==> src/rtl/instruction_fetch_if.sv <==
// Instruction memory read channel between the fetch stage (master) and memory (slave).
// A request holds req/addr stable until a cycle with ready high; data is valid in that cycle.
interface instruction_fetch_if;
    logic        imem_req;
    logic [32:1] imem_addr;
    logic        imem_ready;
    logic [32:1] imem_data;

    modport master (
        output imem_req,
        output imem_addr,
        input  imem_ready,
        input  imem_data
    );

    modport slave (
        input  imem_req,
        input  imem_addr,
        output imem_ready,
        output imem_data
    );
endinterface

==> src/rtl/instruction_fetch.sv <==
// Fetch stage: program counter, single-outstanding imem reads, 2-entry instruction queue
// and branch/jump redirect with wrong-path discard.
module instruction_fetch #(
    parameter logic [32:1] RESET_PC = 32'h0000_0000
) (
    input  logic                 iClk,
    input  logic                 iRstN,
    input  logic                 iStall,
    input  logic                 iPCSrc,
    input  logic [32:1]          iBranchTarget,
    instruction_fetch_if.master  imem,
    output logic [32:1]          oInstruction,
    output logic [32:1]          oPC,
    output logic [32:1]          oPCPlus4,
    output logic                 oValid
);

    typedef enum logic [1:0] {IDLE, REQ, DRAIN} state_t;

    state_t      state;
    logic [32:1] pc;
    logic [32:1] redir_pc;
    logic [32:1] q_instr [0:1];
    logic [32:1] q_pc    [0:1];
    logic        rd_ptr;
    logic        wr_ptr;
    logic [1:0]  count;

    logic        pop;
    logic        redirect;
    logic        ready;
    logic        push;
    logic [1:0]  count_pop;
    logic [32:1] target;

    assign pop       = oValid && !iStall;
    assign redirect  = pop && iPCSrc;
    assign ready     = (state != IDLE) && imem.imem_ready;
    assign push      = (state == REQ) && imem.imem_ready && !redirect;
    assign count_pop = count - {1'b0, pop};
    assign target    = iBranchTarget & 32'hFFFF_FFFC;

    assign imem.imem_req  = (state != IDLE);
    assign imem.imem_addr = pc;

    assign oValid       = (count != 2'd0);
    assign oInstruction = oValid ? q_instr[rd_ptr] : '0;
    assign oPC          = oValid ? q_pc[rd_ptr]    : '0;
    assign oPCPlus4     = oPC + 32'd4;

    always_ff @(posedge iClk or negedge iRstN) begin
        if (!iRstN) begin
            state    <= IDLE;
            pc       <= RESET_PC;
            redir_pc <= '0;
            rd_ptr   <= 1'b0;
            wr_ptr   <= 1'b0;
            count    <= 2'd0;
        end else begin
            // A taken redirect consumes the branch and flushes anything fetched behind it.
            if (redirect) begin
                rd_ptr <= 1'b0;
                wr_ptr <= 1'b0;
                count  <= 2'd0;
            end else begin
                if (pop)  rd_ptr <= ~rd_ptr;
                if (push) wr_ptr <= ~wr_ptr;
                count <= count_pop + {1'b0, push};
            end

            case (state)
                IDLE: begin
                    if (redirect) begin
                        pc    <= target;
                        state <= REQ;
                    end else if (count_pop != 2'd2) begin
                        state <= REQ;
                    end
                end
                REQ: begin
                    if (redirect) begin
                        if (ready) begin
                            pc    <= target;
                            state <= REQ;
                        end else begin
                            redir_pc <= target;
                            state    <= DRAIN;
                        end
                    end else if (ready) begin
                        pc    <= pc + 32'd4;
                        // Only keep requesting if the pushed word still leaves a free slot.
                        state <= (count_pop == 2'd0) ? REQ : IDLE;
                    end
                end
                DRAIN: begin
                    if (ready) begin
                        pc    <= redir_pc;
                        state <= REQ;
                    end
                end
                default: state <= IDLE;
            endcase
        end
    end

    always_ff @(posedge iClk) begin
        if (push) begin
            q_instr[wr_ptr] <= imem.imem_data;
            q_pc[wr_ptr]    <= pc;
        end
    end

endmodule

==> src/flat_wrapper.sv <==
// flat-port wrapper written by rule: the top's interface ports become plain ports
module instruction_fetch_flat 
#(
    parameter logic [32:1] RESET_PC = 32'h0000_0000
)
  (iClk, iRstN, iStall, iPCSrc, iBranchTarget, oInstruction, oPC, oPCPlus4, oValid, imem_imem_req, imem_imem_addr, imem_imem_ready, imem_imem_data);
  instruction_fetch_if imem_i ();
  input  logic iClk;
  input  logic iRstN;
  input  logic iStall;
  input  logic iPCSrc;
  input  logic [32:1] iBranchTarget;
  output logic [32:1] oInstruction;
  output logic [32:1] oPC;
  output logic [32:1] oPCPlus4;
  output logic oValid;
  output wire logic [$bits(imem_i.imem_req)-1:0] imem_imem_req;
  output wire logic [$bits(imem_i.imem_addr)-1:0] imem_imem_addr;
  input wire logic [$bits(imem_i.imem_ready)-1:0] imem_imem_ready;
  input wire logic [$bits(imem_i.imem_data)-1:0] imem_imem_data;
  assign imem_imem_req = imem_i.imem_req;
  assign imem_imem_addr = imem_i.imem_addr;
  assign imem_i.imem_ready = imem_imem_ready;
  assign imem_i.imem_data = imem_imem_data;
  instruction_fetch #(.RESET_PC(RESET_PC)) u_core (.iClk(iClk), .iRstN(iRstN), .iStall(iStall), .iPCSrc(iPCSrc), .iBranchTarget(iBranchTarget), .imem(imem_i), .oInstruction(oInstruction), .oPC(oPC), .oPCPlus4(oPCPlus4), .oValid(oValid));
endmodule
==> config.mk <==
export PLATFORM = sky130hd
export DESIGN_NAME = instruction_fetch_flat
export DESIGN_NICKNAME = d
export VERILOG_FILES = /design/src/rtl/instruction_fetch_if.sv /design/src/rtl/instruction_fetch.sv /design/src/flat_wrapper.sv
export SDC_FILE = /design/constraint.sdc
export NUM_CORES = 1
export LEC_CHECK = 0
export CORE_ASPECT_RATIO = 1.5
export CORE_MARGIN = 4
export CORE_UTILIZATION = 52
export DETAILED_ROUTE_END_ITERATION = 6
export PLACE_DENSITY = 0.88
export REMOVE_ABC_BUFFERS = 1
export SLEW_MARGIN = 0
export SYNTH_ARGS = -nofsm -noshare
export SYNTH_HDL_FRONTEND = slang
export SYNTH_SLANG_ARGS = --single-unit
==> constraint.sdc <==
create_clock -name iClk -period 6.26 [get_ports iClk]
set_input_delay 0.939 -clock iClk [delete_from_list [all_inputs] [get_ports iClk]]
set_output_delay 0.939 -clock iClk [all_outputs]
set_load 0.02 [all_outputs]
==> results.md, run 1 <==
* Status: complete, no violations
* Grt total ovfl at 0
* Fin Hold WS at approximately 0.50 ns
* Min-Delay Path Class: flip-flop to flip-flop
* # DRC at 0
* Xor/xnor share of the synthesized area at 3.260%
* Pwr Density at 559.4 mW/mm2
* Max-cap violations at 0
* Postcts setup bufs at 0
* Die H at 175.0 um
* Ant. Diodes at 0
* First-pass GRT wire length at 40,050 um
* CTS Hold Bufs at 0
* Initial antenna violation count at 0
* Die width at 119.3 um
* Fraction of the cycle the final worst path needs at 79.51%
* Main area contributors after synthesis: edfxtp_1, dfrtp_1, mux2i_1
* CTS clk-pin slew, worst paths at 0.07 ns
* DR WL/cell at 19.92 um
* EDFF count, synth at roughly 120
* Top-level I/O count at 199
* Unrepaired setup endpoints after global routing: no
* Commonest cells post-synth: edfxtp_1, nor2_1, mux2i_1
* Count leader, synth: edfxtp_1
* Pin count of the biggest net entering global routing at 67
* # rows at 60
* Clock Latency Late Sink at 0.43 ns
* CTS sink cnt at 190
* Biggest area consumer among synthesized cells: edfxtp_1
* Clk buf depth at 2
* Fmax at about 0.20 GHz
* Post-synthesis mux area share at 11.09%
* Simple-gate share of the synthesized area at 14.32%
* CP required at 5.32 ns
* Post-route insts no fill at 1,260
* FF+latch count, synth at 190
* Worst Path Arrival at around 4.0 ns
* Slew Limit Headroom at 34.88%
* Vias per cell at ~6.0
* Crit path launch type: flip-flop
* Cells after Synth at 828
* Top_reg_cell synth: edfxtp_1
* TNS Setup at 0 ns
* CP max FO at 53
* TritonCTS Buffers at 17
* P_leak at roughly 4.5 nW
* Die ar. at roughly 0.021 mm2
* I/O Buffers at 190
* Crit path kind: flip-flop to output pin
* Htree depth at 4
* Via count at 7,576
* Final setup vio count at 0
* Clk_skew at 0.01534 ns
* Post-synthesis sequential area ratio at 55.58%
* Placed cell count at between 1,000 and 1,500
* Post-Route WL at 25,090 um
* Hpwl dp at 17,290 um
* Drt initial violations at 782
* GP Congestion at 0.8459
* Worst VDD drop at between 300 and 400 uV
* Fillers at 1,297
* Post-cts sizing count at 0
* # nets final at around 1,100
* Post-synthesis cell type count at 76
* Synth Area in Adders at 1.035%
* Number of synthesis warnings at 0
* CTS tree: built
* Worst-Margin Slew at a little under 1 ns
* Largest family of logic cells by synthesized area: simple AND/OR/NAND/NOR gates
* Fin. max-slew vios at 0
* CTS root buffer: clkbuf_16
* Post-synth top area share at 38.50%
* Minimum clock period at 4.978 ns
* Core area at ~0.018 mm2
* Antenna Violating Nets Remaining at 0
* CP endpoint kind: output pin
* FFs w/ async S/R, synth at 34.74%
* DRT Pass-1 Iters at 5
* Starting density of the core at 53.45%
* Final Hold Fails at 0
* Total GRT Usage at 23.85%
* Post-Syn Area at 0.009671 mm2
* Avg Cell Area, Syn at approximately 12 um2
* Vias in the first global route at 7,683
* Finished Core Util at 67.83%
* Layout cells sized above 1 at a little over a tenth
* Area growth, synth to finish at 26.90%
* Post-synthesis compound-gate area fraction at 10.67%
-- through the flow --
step / setup slack (ns) / total power [mW] / instance area [um2]
global route: 1.047 / 7.209 / 12270
CTS: 1.246 / 6.864 / 12270
global placement: 1.685 / 5.672 / 11700
floorplan: 0.5048 / 4.282 / 9389
finish: 1.282 / 6.865 / 12270
detailed placement: 1.690 / 5.780 / 11700
-- state kept, by name, summed over array words and instances (netlist names) --
name                   cells
u_core.redir_pc           30
u_core.q_pc               60
u_core.count               2
u_core.imem.imem_addr     30
u_core.q_instr            64
u_core.rd_ptr              1
u_core.wr_ptr              1
u_core.state               2
-- worst max-delay path, stage by stage, from the launching register on --
cell and delay, ns:
dfrtp_4 0.70, buf_4 0.72, mux2i_1 0.30, a211oi_2 0.38
nand4_1 0.35, nor3_1 0.33, xor2_1 0.18, clkdlybuf4s50_1 0.63
-- kinds of logic (layout without fill, tap and decap cells) --
family                     count (synthesis)  after routing
and+or+nand+nor                          267            267
DFF                                      190            190
AOI/OAI and AO/OA                        146            146
muxes                                    103            103
buffers and inverters                     77            256
xor gates and xnor gates                  36             36
adders and majority gates                  8              8
other                                      1              6
-- worst paths after layout --
check | from | endpoint | slack (ns) | cells past startpoint
worst max-delay path | u_core.rd_ptr | oPCPlus4[26] | 1.28 | 7
worst min-delay path | u_core.redir_pc[32] | u_core.redir_pc[32] | 0.50 | 2
worst max register to register | u_core.state[1] | u_core.q_pc[0][20] | 2.37 | 7
worst min register to register | u_core.redir_pc[32] | u_core.redir_pc[32] | 0.50 | 2
max in group asynchronous | iRstN | u_core.rd_ptr | 4.90 | 2
min in group asynchronous | iRstN | u_core.imem.imem_addr[3] | 0.69 | 2
-- area by class of cell --
type                       count  area, um2  area share [%]
clock inverter                13      138.9           1.132
sequential                   190       5379           43.83
multi-input combinational    566       3941           32.12
tap                          248      310.3           2.529
timing repair buffer         202       1987           16.19
inverter                      23      86.33          0.7035
clock buffer                  18      429.2           3.497
-- layer usage --
metal | track usage [%] | vias to the layer above | share of wire (%)
met4 | 11.18 | 0 | 3.6
met3 | 4.177 | 77 | 6.1
met5 | 0 | - | 0
met2 | 42.53 | 375 | 53
li1 | - | 3427 | -
met1 | 27.70 | 3697 | 37
-- where the power goes --
group	total [mW]	switching, mW	internal (mW)	leakage [nW]
clock network	1.07	0.481	0.588	0.270
registers	2.21	0.402	1.80	1.93
logic	3.59	2.05	1.54	2.32
total	6.86	2.93	3.93	4.52
-- cell usage in the layout (no fill, tap or decap), drive strengths merged, types with 4 or more instances in the layout --
cell type / n
a211oi: 10
a21o: 4
a21oi: 21
a221oi: 6
a31o: 7
a31oi: 4
a41oi: 7
and2: 5
and3: 12
and4: 6
buf: 13
clkbuf: 18
clkdlybuf4s50: 189
clkinv: 5
conb: 6
dfrtp: 66
edfxtp: 124
ha: 8
inv: 26
mux2: 33
mux2i: 70
nand2: 42
nand3: 35
nand3b: 6
nand4: 20
nor2: 91
nor3: 23
nor4: 9
o21ai: 46
o22ai: 4
o31ai: 5
or2: 7
or3: 4
xnor2: 13
xor2: 23
Power figures use the tool's default switching activity.
==> run 2, diff against run 1 <==
--- a/config.mk
+++ b/config.mk
@@ -7,9 +7,9 @@
 export LEC_CHECK = 0
 export CORE_ASPECT_RATIO = 1.5
 export CORE_MARGIN = 4
-export CORE_UTILIZATION = 52
+export CORE_UTILIZATION = 47
 export DETAILED_ROUTE_END_ITERATION = 6
-export PLACE_DENSITY = 0.88
+export PLACE_DENSITY = 0.84
 export REMOVE_ABC_BUFFERS = 1
 export SLEW_MARGIN = 0
 export SYNTH_ARGS = -nofsm -noshare
==> constraint.sdc (replaced) <==
create_clock -name iClk -period 4.5 [get_ports iClk]
set_input_delay 0.675 -clock iClk [delete_from_list [all_inputs] [get_ports iClk]]
set_output_delay 0.675 -clock iClk [all_outputs]
set_load 0.02 [all_outputs]
==> run 2 against run 1 <==
Net effect: hold slack worse by 0.12 ns; count of clock-buffer cells in the layout up 1; combinational power up 42%; largest power group unchanged.
==> results.md, run 2 (same netlist as run 1, synthesis figures left out) <==
* CP endpoint kind: output pin
* CTS sink cnt at 190 (unchanged)
* Die width at 125.1 um (+4.8%)
* Hpwl dp at 17,750 um (+2.7%)
* Htree depth at 4 (unchanged)
* Final setup vio count at 0 (unchanged)
* Die ar. at 0.02298 mm2 (+10%)
* Via count at 7,523 (-0.70%)
* # rows at 64 (+6.7%)
* Antenna Violating Nets Remaining at 0 (unchanged)
* Final Hold Fails at 0 (unchanged)
* Slew Limit Headroom at 36.44% (+1.6 points)
* Total GRT Usage at 21.09% (-2.8 points)
* Crit path kind: flip-flop to output pin
* Core area at 0.02034 mm2 (+12%)
* Commonest non-fill, non-tap cell in the layout: clkdlybuf4s50_1
* # DRC at 0 (unchanged)
* Clock Latency Late Sink at 0.43 ns (about the same)
* Area growth, synth to finish at 28.15%
* Die H at 183.7 um (+4.9%)
* Most frequent cells in the layout: clkdlybuf4s50_1, edfxtp_1, nor2_1
* Crit path launch type: flip-flop
* I/O Buffers at 190 (unchanged)
* Worst Path Arrival at 3.69 ns (-0.35 ns)
* Largest regs: u_core.q_instr (64), u_core.q_pc (60)
* Max reg flops at 64 (unchanged)
* Grt total ovfl at 0 (unchanged)
* Fmax at 0.2289 GHz
* Pwr Density at 764.0 mW/mm2 (+37%)
* Clk_skew at 0.01067 ns (-0.004668 ns)
* TritonCTS Buffers at 17 (unchanged)
* Max-cap violations at 0 (unchanged)
* First-pass GRT wire length at 38,660 um (-3.5%)
* Starting density of the core at 47.55% (-5.9 points)
* Fin. max-slew vios at 0 (unchanged)
* CTS tree: built
* Ant. Diodes at 0 (unchanged)
* Pre-CTS setup slack at 0.5625 ns (-1.128 ns)
* Seq pwr share at 32.0% (about the same)
* Layout cells sized above 1 at 11.84% (+1.2 points)
* Placed instance area at 0.01183 mm2 (+1.0%)
* CP required at 3.83 ns (-1.49 ns)
* Total power at 9.469 mW (+38%)
* Vias in the first global route at 7,409 (-3.6%)
* Post-Route WL at 24,830 um (-1.0%)
* DR WL/cell at 19.31 um (-3.0%)
* CTS clk-pin slew, worst paths at 0.07 ns (about the same)
* Register name with the most flops: u_core.q_instr
* P_leak at 4.607 nW (+2.0%)
* CP max FO at 10 (-81%)
* # nets final at 1,086 (+0.84%)
* Unrepaired setup endpoints after global routing: yes
* Pin count of the biggest net entering global routing at 72 (+7.5%)
* Vias per cell at 5.850 (-2.7%)
* Worst-Margin Slew at 0.9532 ns (-0.02362 ns)
* PnR worst setup slack at 0.1314 ns (-1.151 ns)
* Psw at 4.047 mW (+38%)
* Switch share at 42.74% (+0.058 points)
* Drt initial violations at 626 (-20%)
* Initial antenna violation count at 0 (unchanged)
* Final instance area at 0.01239 mm2 (+0.99%)
* Comb pwr share at 53.7% (+1.4 points)
* Clock power frac at 14.3% (-1.3 points)
* Top-level I/O count at 199 (unchanged)
* Clk buf depth at 2 (unchanged)
* Worst VDD drop at 730.4 uV (+84%)
* Int Power at 5.422 mW (+38%)
* Min-Delay Path Class: input port to asynchronous set/reset pin
* Status: complete, no violations
* Minimum clock period at 4.369 ns
* GP Congestion at 0.8779 (+3.8%)
* CTS root buffer: clkbuf_16
* Fillers at 1,614 (+24%)
* Fraction of the cycle the final worst path needs at a little over nine tenths
* DRT Pass-1 Iters at 5 (unchanged)
[run 2: cell count changes in the layout (fill, tap and decap cells not counted), moves of 3 or more]
| cell | before | now |
|---|---|---|
| buf_4 | 12 | 17 |
| buf_12 | 0 | 4 |
| clkdlybuf4s50_1 | 189 | 185 |
| dlymetal6s2s_1 | 0 | 4 |
| clkinv_2 | 1 | 4 |
[run 2: per-stage QoR]
stage	setup TNS (ns)	hold WS [ns]	util, %	instances
3_5_place_dp	0	0.4720	58.14	1252
2_1_floorplan	-26.17	0.3794	-	779
4_1_cts	0	0.3927	60.75	1284
5_1_grt	-0.04907	0.4413	60.93	1286
3_3_place_gp	0	0.4630	58.14	1252
6_report	0	0.3765	60.93	1286
[run 2: worst paths after layout]
check | slack [ns] | depth (start not counted) | startpoint | to
worst max-delay path | 0.13 | 10 | u_core.rd_ptr | oPCPlus4[31]
worst min-delay path | 0.38 | 1 | iRstN | u_core.imem.imem_addr[18]
worst max register to register | 1.74 | 8 | u_core.state[1] | u_core.redir_pc[9]
worst min register to register | 0.49 | 2 | u_core.redir_pc[32] | u_core.redir_pc[32]
max in group asynchronous | 3.18 | 2 | iRstN | u_core.state[0]
min in group iClk | 0.49 | 2 | u_core.redir_pc[32] | u_core.redir_pc[32]
[run 2: metal layers]
metal	up-vias	GRT usage (%)	wire length, um
met3	78	3.576	1437
met4	0	11.55	1036
met5	-	0	0
li1	3443	-	-
met1	3641	23.16	8963
met2	361	38.63	13390
[run 2: worst max-delay path: stages (launching register included)]
cell	delay (ns)
dfrtp_4	0.55
mux2i_1	0.16
or2_2	0.29
inv_1	0.08
ha_1	0.22
o21ai_0	0.17
a211oi_4	0.31
nand4_4	0.26
nor4_1	0.40
xor2_1	0.18
clkdlybuf4s50_1	0.63
[run 2: power by group through the flow]
stage               Sequential, mW  Clock [mW]  Combinational, mW
floorplan                     3.12           0               2.83
global placement              3.01           0               4.99
detailed placement            3.04           0               5.08
CTS                           3.01        1.38               5.10
global route                  3.08        1.46               5.44
finish                        3.03        1.35               5.09
[run 2: area by class of cell]
| class | instances | area (um2) | area share [%] |
|---|---|---|---|
| sequential | 190 | 5379 | 43.40 |
| inverter | 23 | 86.33 | 0.6966 |
| clock buffer | 19 | 432.9 | 3.493 |
| multi-input combinational | 566 | 3954 | 31.90 |
| timing repair buffer | 211 | 2115 | 17.06 |
| tap | 264 | 330.3 | 2.665 |
| clock inverter | 13 | 96.34 | 0.7774 |
[run 2: repair_timing]
item	CTS	global route
setup buffers	0	2
hold buffers	0	0
gates resized for setup	0	6
endpoints found under the setup margin	0	4
endpoints found under the hold margin	0	0
==> run 3, diff against run 2 <==
--- a/config.mk
+++ b/config.mk
@@ -11,6 +11,7 @@
 export DETAILED_ROUTE_END_ITERATION = 6
 export PLACE_DENSITY = 0.84
 export REMOVE_ABC_BUFFERS = 1
+export SKIP_LAST_GASP = 1
 export SLEW_MARGIN = 0
 export SYNTH_ARGS = -nofsm -noshare
 export SYNTH_HDL_FRONTEND = slang
==> run 3 against run 2 <==
Net effect: register-to-register slack hardly changed; fmax decreased by 0.46%; critical path depth stayed put; die area did not move; total power hardly changed; non-clock buffer count is the same; clock skew is 0.0029 ns higher; routed wire length about the same; clock power hardly changed; core utilization about the same; sequential cell count is the same; critical endpoint unchanged.
==> results.md, run 3 (same netlist as run 1, synthesis figures left out) <==
* Status: complete, no violations
* Setup slack, reg-to-reg at 1.74 ns (about the same)
* Unrepaired setup endpoints after global routing: yes
* Worst Path Arrival at 3.71 ns (+0.02 ns)
* Comb pwr share at 53.7% (about the same)
* Drt initial violations at 575 (-8.1%)
* Most frequent cells in the layout: clkdlybuf4s50_1, edfxtp_1, nor2_1
* Commonest non-fill, non-tap cell in the layout: clkdlybuf4s50_1
* Wire length on met2 at 13,310 um (-0.59%)
* Pin count of the biggest net entering global routing at 72 (unchanged)
* Post-Route WL at 24,840 um (about the same)
* DRT Pass-1 Iters at 6 (+1)
* P_leak at 4.568 nW (-0.84%)
* Minimum clock period at 4.389 ns (+0.02035 ns)
* CTS sink cnt at 190 (unchanged)
* Area of the multi-input gates at 0.003954 mm2 (unchanged)
* Htree depth at 4 (unchanged)
* Clock Latency Late Sink at 0.44 ns (about the same)
* CP max FO at 10 (unchanged)
* CP endpoint kind: output pin
* Seq pwr share at 32.0% (about the same)
* Psw at 4.046 mW (about the same)
* First-pass GRT wire length at 38,660 um (unchanged)
* Wl on met1 at 8809 um (-1.7%)
* CP required at 3.83 ns (about the same)
* Fin. max-slew vios at 0 (unchanged)
* # DRC at 0 (unchanged)
* CP top delay family: simple AND/OR/NAND/NOR gates
* Final setup vio count at 0 (unchanged)
* Max reg flops at 64 (unchanged)
* Min-Delay Path Class: input port to asynchronous set/reset pin
* Area growth, synth to finish at 28.08% (about the same)
* Worst reg2reg startpoint: u_core.state[1]
* Fin Hold WS at 0.3650 ns (-0.01150 ns)
* Ant. Diodes at 0 (unchanged)
* Fmax at 0.2278 GHz (-0.46%)
* R2r endpoint: u_core.redir_pc[9]
* Fillers at 1,615 (+0.062%)
* Crit path kind: flip-flop to output pin
* I/O Buffers at 190 (unchanged)
* Pre-CTS setup slack at 0.5625 ns (unchanged)
* Grt total ovfl at 0 (unchanged)
* Vias per cell at 5.819 (-0.53%)
* Clock power frac at 14.3% (about the same)
* Int Power at 5.424 mW (about the same)
* WP depth at 10 (unchanged)
* CTS Hold Bufs at 0 (unchanged)
* Die width at 125.1 um (unchanged)
* R2R depth at 8 (unchanged)
* Via count at 7,483 (-0.53%)
* Worst path cell trace: mux2i_1, or2_2, inv_1, ha_1, o21ai_0, a211oi_4, nand4_4, nor4_1, xor2_1, clkdlybuf4s50_1
* Crit path launch type: flip-flop
* Hpwl dp at 17,750 um (unchanged)
* Fraction of the cycle the final worst path needs at 97.53% (+0.45 points)
* PnR worst setup slack at 0.1110 ns (-0.02035 ns)
* Final Hold Fails at 0 (unchanged)
* Layout cells sized above 1 at 11.84% (unchanged)
* # rows at 64 (unchanged)
* DR WL/cell at 19.32 um (about the same)
* # nets final at 1,086 (unchanged)
* Largest stage delay on the critical path at 0.63 ns (about the same)
* Largest regs: u_core.q_instr (64), u_core.q_pc (60)
* Reg area at 0.005379 mm2 (unchanged)
* Finished Core Util at 60.89% (about the same)
* Worst-Margin Slew at 0.9901 ns (+0.03691 ns)
* GP Congestion at 0.8779 (unchanged)
* Switch share at 42.73% (about the same)
* Top-level I/O count at 199 (unchanged)
* Met3 WL at 1630 um (+13%)
* CTS root buffer: clkbuf_16
* Core area at 0.02034 mm2 (unchanged)
* Die ar. at 0.02298 mm2 (unchanged)
* CP max stage cell: clkdlybuf4s50_1
* Pwr Density at 764.6 mW/mm2 (about the same)
* CTS clk-pin slew, worst paths at 0.07 ns (about the same)
* TritonCTS Buffers at 17 (unchanged)
* Slew Limit Headroom at 33.98% (-2.5 points)
* Clk_skew at 0.01357 ns (+0.002902 ns)
* Register name with the most flops: u_core.q_instr
* CTS tree: built
* Clk buf depth at 2 (unchanged)
* Total GRT Usage at 21.09% (unchanged)
* WP buf/inv at 2 (unchanged)
* Initial antenna violation count at 0 (unchanged)
* Max-cap violations at 0 (unchanged)
* Worst VDD drop at 733.0 uV (+0.35%)
* Top Metal Used: met4
* Die H at 183.7 um (unchanged)
* Antenna Violating Nets Remaining at 0 (unchanged)
* Vias in the first global route at 7,409 (unchanged)
* Starting density of the core at 47.55% (unchanged)
run 3: cell types whose count changed in the layout (fill, tap and decap cells not counted):
cell             change
dlymetal6s2s_1       -3
clkdlybuf4s50_1      +3
run 3: worst max path at each step:
stage / from / end
floorplan: u_core.rd_ptr / oPCPlus4[31]
global placement: u_core.rd_ptr / oPCPlus4[29]
detailed placement: u_core.rd_ptr / oPCPlus4[29]
CTS: u_core.rd_ptr / oPCPlus4[29]
global route: u_core.rd_ptr / oPCPlus4[27]
finish: u_core.rd_ptr / oPCPlus4[31]
run 3: stage by stage:
stage / cells / setup TNS (ns) / total power, mW / instance area, um2
global route: 1286 / -0.2020 / 9.985 / 12390
CTS: 1284 / 0 / 9.486 / 12360
detailed placement: 1252 / 0 / 8.126 / 11830
global placement: 1252 / 0 / 7.994 / 11830
finish: 1286 / 0 / 9.470 / 12390
floorplan: 779 / -26.17 / 5.956 / 9389
run 3: layout make-up:
| class | count | area share, % |
|---|---|---|
| multi-input cells | 566 | 31.92 |
| inverters | 23 | 0.6970 |
| well taps | 264 | 2.667 |
| flip-flops and latches | 190 | 43.43 |
| clock inverters | 13 | 0.7779 |
| clock buffers | 19 | 3.495 |
| repair buffers | 211 | 17.01 |
run 3: repair_timing:
action | in CTS | in global routing
endpoints found under the setup margin | 0 | 4
endpoints found under the hold margin | 0 | 0
gates resized for setup | 0 | 3
setup buffers | 0 | 2
run 3: worst register-to-register path, stage by stage (launching register included):
cell	delay [ns]
dfrtp_1	0.40
inv_1	0.11
ha_1	0.15
buf_4	0.25
inv_1	0.17
nor3_1	0.45
nand2_1	0.41
buf_4	0.38
mux2_2	0.33
run 3: layer usage:
layer | up-vias | GRT usage, %
li1 | 3445 | -
met1 | 3597 | 23.16
met2 | 361 | 38.63
met3 | 80 | 3.576
met4 | 0 | 11.55
met5 | - | 0
run 3: power groups by stage:
stage          clock, mW  sequential, mW  combinational, mW
2_1_floorplan          0            3.12               2.83
3_3_place_gp           0            3.01               4.99
3_5_place_dp           0            3.04               5.08
4_1_cts             1.38            3.01               5.10
5_1_grt             1.46            3.08               5.45
6_report            1.35            3.03               5.09
